File: config.mk
export PLATFORM = sky130hd
export DESIGN_NAME = hazard_ctrl
export DESIGN_NICKNAME = d
export VERILOG_FILES = /design/src/rtl/hazard_ctrl.sv
export SDC_FILE = /design/constraint.sdc
export NUM_CORES = 1
export LEC_CHECK = 0
export ABC_AREA = 1
export CAP_MARGIN = 20
export CORE_ASPECT_RATIO = 0.6
export CORE_MARGIN = 4
export CORE_UTILIZATION = 44
export DETAILED_ROUTE_END_ITERATION = 12
export PLACE_DENSITY = 0.8
export SETUP_SLACK_MARGIN = 0.3
export SYNTH_ARGS = -nofsm -noshare
export SYNTH_HDL_FRONTEND = slang
export SYNTH_SLANG_ARGS = --single-unit
export TNS_END_PERCENT = 1
File: constraint.sdc
create_clock -name clk -period 2.2 [get_ports clk]
set_input_delay 0.33 -clock clk [delete_from_list [all_inputs] [get_ports clk]]
set_output_delay 0.33 -clock clk [all_outputs]
set_load 0.005 [all_outputs]
File: src/rtl/hazard_ctrl.sv
// hazard_ctrl: stall/flush/redirect sequencing for the 5-stage RV32 pipeline.
// Tracks three situations: normal flow (RUN), a multi-cycle MUL/DIV holding
// EX (MDBUSY), and a taken branch whose redirect waits on an outstanding
// instruction fetch (REDIR). Every control output is combinational from the
// registered state plus the current inputs, and is forced low during reset.
module hazard_ctrl #(
    parameter int XLEN       = 32,
    parameter int MD_LATENCY = 34,
    parameter int CNT_W      = 6
) (
    input  logic            clk,
    input  logic            reset,
    input  logic [4:0]      Rs1D,
    input  logic [4:0]      Rs2D,
    input  logic [4:0]      RdE,
    input  logic            ResultSrcE0,
    input  logic            PCSrcE,
    input  logic [XLEN-1:0] PCTargetE,
    input  logic            md_startE,
    input  logic            imem_valid,
    output logic            StallF,
    output logic            StallD,
    output logic            StallE,
    output logic            FlushD,
    output logic            FlushE,
    output logic            FlushM,
    output logic            PCSelF,
    output logic [XLEN-1:0] PCRedirF,
    output logic            md_doneE,
    output logic [1:0]      fsm_state
);

    typedef enum logic [1:0] {
        RUN    = 2'd0,
        MDBUSY = 2'd1,
        REDIR  = 2'd2
    } state_t;

    // A single-cycle MUL/DIV never leaves RUN; longer ops preload the counter
    // so that it reaches zero on the final (result) cycle of EX occupancy.
    localparam bit              MD_MULTI   = (MD_LATENCY > 1);
    localparam int              CNT_LOAD_I = (MD_LATENCY > 1) ? (MD_LATENCY - 2) : 0;
    localparam logic [CNT_W-1:0] CNT_LOAD  = CNT_LOAD_I[CNT_W-1:0];

    state_t            state;
    logic [CNT_W-1:0]  cnt;
    logic [XLEN-1:0]   tgt;
    logic              lw_stall;

    assign fsm_state = state;

    // Load in EX writing a register the instruction in ID reads (x0 never hazards).
    assign lw_stall = ResultSrcE0 && (RdE != 5'd0) && ((RdE == Rs1D) || (RdE == Rs2D));

    // State, MUL/DIV countdown and deferred redirect target.
    always_ff @(posedge clk or posedge reset) begin
        if (reset) begin
            state <= RUN;
            cnt   <= '0;
            tgt   <= '0;
        end else begin
            case (state)
                RUN: begin
                    if (PCSrcE) begin
                        if (!imem_valid) begin
                            tgt   <= PCTargetE;
                            state <= REDIR;
                        end
                    end else if (md_startE && MD_MULTI) begin
                        cnt   <= CNT_LOAD;
                        state <= MDBUSY;
                    end
                end
                MDBUSY: begin
                    if (cnt != '0) begin
                        cnt <= cnt - 1'b1;
                    end else begin
                        state <= RUN;
                    end
                end
                REDIR: begin
                    if (imem_valid) begin
                        state <= RUN;
                    end
                end
                default: state <= RUN;
            endcase
        end
    end

    // Control outputs; PCSrcE outranks md_startE, which outranks load-use and fetch waits.
    always_comb begin
        StallF   = 1'b0;
        StallD   = 1'b0;
        StallE   = 1'b0;
        FlushD   = 1'b0;
        FlushE   = 1'b0;
        FlushM   = 1'b0;
        PCSelF   = 1'b0;
        PCRedirF = '0;
        md_doneE = 1'b0;
        if (!reset) begin
            case (state)
                RUN: begin
                    PCRedirF = PCTargetE;
                    if (PCSrcE && imem_valid) begin
                        PCSelF = 1'b1;
                        FlushD = 1'b1;
                        FlushE = 1'b1;
                    end else if (PCSrcE) begin
                        // Fetch still busy: squash the wrong path and redirect later.
                        StallF = 1'b1;
                        FlushD = 1'b1;
                        FlushE = 1'b1;
                    end else if (md_startE && MD_MULTI) begin
                        StallF = 1'b1;
                        StallD = 1'b1;
                        StallE = 1'b1;
                        FlushM = 1'b1;
                    end else if (md_startE) begin
                        md_doneE = 1'b1;
                    end else if (lw_stall) begin
                        StallF = 1'b1;
                        StallD = 1'b1;
                        FlushE = 1'b1;
                    end else if (!imem_valid) begin
                        // IF/ID must stay enabled so the clear actually lands.
                        StallF = 1'b1;
                        FlushD = 1'b1;
                    end
                end
                MDBUSY: begin
                    if (cnt != '0) begin
                        StallF = 1'b1;
                        StallD = 1'b1;
                        StallE = 1'b1;
                        FlushM = 1'b1;
                    end else begin
                        md_doneE = 1'b1;
                    end
                end
                REDIR: begin
                    PCRedirF = tgt;
                    FlushD   = 1'b1;
                    if (imem_valid) begin
                        PCSelF = 1'b1;
                    end else begin
                        StallF = 1'b1;
                    end
                end
                default: ;
            endcase
        end
    end

endmodule
## Word level (Yosys, flattened, before mapping)

Cells that the tools add are included.

- Output and inout bits: 42
- Register bits: 40
- Logic and storage cells: 76
- Bits of input ports: 53

- $add $sub $neg: 1
- Reductions and logical operators: 11
- Equal/unequal tests: 11
- Multiplexer cells: 49
- Bitwise logic cells: 1

Operators with widths:

| kind | count |
|---|---|
| $pmux W32 S2 | 1 |
| $mux W1 | 32 |
| $mux W32 | 1 |
| $mux W6 | 3 |
| $pmux W6 S2 | 1 |
| $eq A5 B5 Y1 | 2 |
| $mux W2 | 5 |
| $ne A2 B2 Y1 const B | 5 |
| $pmux W1 S2 | 4 |
| $reduce_and A4 Y1 | 2 |
| $ne A3 B3 Y1 const B | 2 |
| $pmux W2 S3 | 1 |
| $reduce_bool A6 Y1 | 1 |
| $sub A6 B1 Y6 const B | 1 |
| $reduce_bool A5 Y1 | 1 |
| $logic_and A1 B1 Y1 | 3 |
| $pmux W1 S3 | 1 |
| $reduce_and A3 Y1 | 1 |
| $eq A2 B1 Y1 const B | 1 |
| $eq A2 B2 Y1 const B | 1 |
| $logic_not A2 Y1 | 1 |
| $reduce_bool A2 Y1 | 1 |
| $logic_or A1 B1 Y1 | 1 |
| $not A1 Y1 | 1 |

## Longest topological paths before layout

- Depth after elaboration: 9
- Depth in mapped cells: 11
- Depth with buffers taken out: 11

## Worst setup path before layout

Ideal clock, no wire load.

- Path kind: reg2out
- Start point: register cnt[0]
- End point: output StallE
- Data arrival time: 1.406 ns
- Buffers on the path: 1
- Setup slack: 0.464 ns
- Required time: 1.870 ns
- Cell stages (with the launch flop): 11
- Cells stage by stage: dfrtp_1 > inv_1 > ha_1 > inv_1 > nor3_2 > nand3_1 > nand2_2 > inv_2 > nor2_8 > nor2_1 > buf_4

- Cells in the longest elaborated chain, start to end: 4

Ends and longest elaborated chain:

| what | RTL line | RTL |
|---|---|---|
| from (decl) | 46 | `logic [CNT_W-1:0] cnt;` |
| from (signal assigned) | 76 | `cnt <= cnt - 1'b1;` |
| $reduce_bool A6 Y1 | 133 | `if (cnt != '0) begin` |
| $mux W1 | - |  |
| $pmux W1 S2 | - |  |
| $mux W1 | - |  |
| to (decl) | 23 | `output logic StallE,` |

Every way passes these cells.

## Final worst setup path

- Start point: input Rs2D[3]
- End point: output StallD

- Cells in the longest elaborated chain, start to end: 9

Ends and longest elaborated chain:

| what | RTL line | RTL |
|---|---|---|
| from (decl) | 14 | `input logic [4:0] Rs2D,` |
| $eq A5 B5 Y1 | 53 | `assign lw_stall = ResultSrcE0 && (RdE != 5'd0) && ((RdE == Rs1D) \|\| (RdE == Rs2D));` |
| $logic_or A1 B1 Y1 | 53 |  |
| $logic_and A1 B1 Y1 | 53 |  |
| $mux W1 | 122 | `end else if (lw_stall) begin` |
| $mux W1 | 115 | `end else if (md_startE && MD_MULTI) begin` |
| $mux W1 | 110 | `end else if (PCSrcE) begin` |
| $mux W1 | 106 | `if (PCSrcE && imem_valid) begin` |
| $pmux W1 S2 | 103 | `case (state)` |
| $mux W1 | 102 | `if (!reset) begin` |
| to (decl) | 22 | `output logic StallD,` |

Every way passes these cells.

==> impl_summary.md <==
Outcome
The flow ran to the end, and the final reports show no timing, DRC or antenna violations.

GRT
The global-route wire length before repair is 11600 um. The total global routing overflow is 0. The number of antenna violations at the first check in global routing is 0. The via count of the first global-routing pass is about 2500. Global routing used approximately a fifth of the available tracks across all layers. Entering global routing, the biggest net connects 66 pins.

Critical path
The worst setup path is of the in2out kind. Along the worst path, the maximum fanout reaches 2. The reg2reg setup slack is between 0.15 and 0.2 ns. The required time of the worst setup path is roughly 1.9 ns. The critical path endpoint category is an output port. Data arrives at the worst endpoint at between 1.5 and 2 ns. STA classifies the critical path startpoint as an input port.

Drt
The routed wirelength normalized by instance count is ~14 um. The wire length after detailed routing is ~7000 um. Once detail routing completed, the nets flagged for antenna violations numbered 0.

In this run, the number of DRC markers left after iteration 0 of detailed routing was between 100 and 150. The total via count after detailed routing is 2482. Before antenna repair, the detailed router went through 4 iterations. In the routed layout, each cell is associated on average with a via count of ~4.8. For this run, design rule violations remaining after detail routing come to 0.

STA
The smallest hold slack is between 0.4 and 0.5 ns. Setup repair after global routing could not meet its margin everywhere. The clock period could shrink to slightly above 2 ns.

The total count of hold-check failures in the final report is 0. For the pin with the worst max-slew slack, the measured transition is around 0.50 ns. After layout, the worst path uses between 90% and 100% of the clock period. On the final layout, the worst clock skew is 0.00435 ns.

The final-layout setup total negative slack is 0 ns. Setup violations remaining at the end of the flow were counted as 0. Based on the critical path, the design can be clocked at up to between 0.4 and 0.5 GHz. The final number of max-transition violations is 0. The worst slew margin relative to its limit is around two thirds.

Pwr
The leakage power of the design is ~2.0 nW. In this run, the combinational gates consume between 50% and 60% of the power. The net switching power of the design is approximately 0.0015 W.

Internal power comes to around 0.0024 W. IR analysis of the VDD net gives a maximum drop of approximately 0.00050 V. Of the total power, registers draw between 30% and 40%. The total chip power is around 0.004 W. The power per standard cell area is between 1000 and 1500 nW/um2. The clock network is responsible for 12.9% of the overall power.

The net switching share of the total power is 39.2%.

Cells and area
Once layout is complete, the cells apart from fillers number between 500 and 600. After routing the design area is 3740 um2. The number of diodes is 0. The relative area change from synthesis to final layout is 49.5%. In the final design database the tool counted a little under 500 nets. The post-route netlist has 23.1% of its cells at a drive strength greater than 1. Fill cells in the final layout number between 400 and 500.

Die
For this configuration, the core starts out at a cell density of roughly 47%. The die width is 105 um. Measured along the y axis, the die boundary spans 66.4 um. between 90 and 100 I/O pins were placed. The die covers between 6000 and 7000 um2. The area of the core region is between 5000 and 6000 um2.

The number of placement rows is 20.

Synthesis
The post-synthesis instance area is 2500 um2. Sequential cells were found to cover between 40% and 50% of the synthesized design area. For this run, asynchronously set or reset flops after synthesis account for between 90% and 100%.

The most area-hungry cell type in the Yosys netlist is dfrtp_1. The number of distinct library cells after synthesis is 30. Synthesis produced between 300 and 400 cells. In the synthesized netlist the dominant register cell turns out to be dfrtp_1. The number of nets produced by synthesis is about 380. The number of enable-type register cells in the synthesized netlist is 0. The number of synthesized register bits is 40. In this run the biggest area consumer among cell types represents between 40% and 50% of the synthesized area. By count the netlist is led by nand2_1 (65), inv_1 (52), nand3_1 (41). In the post-synthesis netlist, the biggest area contributors are dfrtp_1 (40%), o21ai_2 (11%), nand2_1 (9.8%).

The count of yosys warnings during synthesis is 0. The most common cell in the synthesized netlist is nand2_1. Averaged over all synthesized cells, the footprint is about 7.6 um2.

Clock tree
The maximum root-to-sink buffer count is 2. The clock tree from TritonCTS is yes. The CTS clock-pin slew for the worst setup and hold paths is around 0.08 ns. The quantity of hold-fixing buffers added after cts is 0.

The tree built by TritonCTS fans out to 40 sinks. CTS placed an instance of clkbuf_8 at the clock tree root. In this run, CTS created clock tree buffers numbering 5. At the later pin of the worst-skew pair, clock insertion delay measures approximately 0.29 ns. The maximum level of the CTS H-tree is 2.

Place
Routability-driven placement finished with a final weighted congestion of between 0.7 and 0.8. The count of buffers added on input and output ports is 94. Detailed placement finished with a half-perimeter wire length of approximately 5000 um.

In this run the cell area measured after placement is between 3000 and 4000 um2. The cell total after placement is just under 500.

Worst hold path
The min-delay analysis places its worst path in the category in2async.

Flow run
The max-capacitance violation count is 0.
flip-flops by register name (all words and copies together) (netlist names):
name	cells
fsm_state	2
cnt	6
tgt	32
critical path, cell delays in order:
cell,delay [ns]
clkdlybuf4s50_1,0.47
inv_1,0.05
nand2_1,0.06
nand2_1,0.05
nor2_1,0.12
nand3_1,0.11
nand2_2,0.09
nand2_2,0.06
nand2_1,0.06
nand2_1,0.08
a21oi_1,0.13
buf_2,0.13
power by group through the flow:
| stage | logic [W] | clock network (W) | registers (W) |
|---|---|---|---|
| after floorplan | 0.00111 | 0 | 0.00126 |
| after global placement | 0.00178 | 0 | 0.00130 |
| after detailed placement | 0.00182 | 0 | 0.00131 |
| after CTS | 0.00202 | 0.000509 | 0.00131 |
| after global routing | 0.00229 | 0.000553 | 0.00136 |
| final | 0.00208 | 0.000502 | 0.00132 |
final timing paths:
kind,startpoint,cells after the start,endpoint
setup / recovery,Rs2D[3],12,StallD
hold / removal,reset,4,cnt[2]
setup reg to reg,cnt[1],15,cnt[4]
hold reg to reg,tgt[7],2,tgt[7]
max in group asynchronous,reset,4,fsm_state[1]
min in group clk,tgt[7],2,tgt[7]
routing by layer:
metal	vias up	part of all wire, %	global-route usage, %	routed length [um]
met1	1117	47	27.6	3320
met2	81	45	33.3	3150
met4	0	0.82	4.75	58
met5	-	0	0	0
li1	1280	-	-	-
met3	4	7.3	5.66	513
cell usage in the layout (no fill, tap or decap), drive strengths merged, types with 2 or more instances in the layout:
| master | n |
|---|---|
| xnor2 | 3 |
| clkbuf | 7 |
| dfrtp | 40 |
| buf | 32 |
| o31ai | 3 |
| nor3 | 3 |
| nor2 | 15 |
| clkdlybuf4s50 | 47 |
| xor2 | 2 |
| clkinv | 3 |
| nand2 | 66 |
| o21ai | 68 |
| inv | 60 |
| a21oi | 6 |
| nand3 | 41 |
| dlygate4sd2 | 40 |
through the flow:
step	setup slack (ns)	utilization, %
final	0.132	70.8
after global routing	0.0303	70.8
after CTS	0.113	70.5
after detailed placement	-0.291	67.7
after global placement	-0.218	67.7
after floorplan	0.464	-
cells by family after synthesis:
kind of cell | synth area share (%)
AO/OA/AOI/OAI | 20.8
XOR/XNOR | 1.75
adder cells (fa/ha/maj) | 0.500
AND/OR/NAND/NOR | 23.3
flip-flops | 40.0
buffers and inverters | 13.6
area by class of cell:
class / instances / area [um2] / area share [%]
clock buffer: 6 / 82.6 / 2.21
clock inverter: 2 / 10.0 / 0.268
inverter: 61 / 234 / 6.26
multi-input combinational: 211 / 1200 / 32.1
sequential: 40 / 1000 / 26.8
tap: 77 / 96.3 / 2.58
timing repair buffer: 121 / 1110 / 29.7
repair_timing:
item / 4_1_cts / 5_1_grt
gates resized for setup: 72 / 8
buffers inserted: 13 / 0
endpoints found under the setup margin: 40 / 41
pin swaps: 7 / 7
Power figures use the tool's default switching activity.
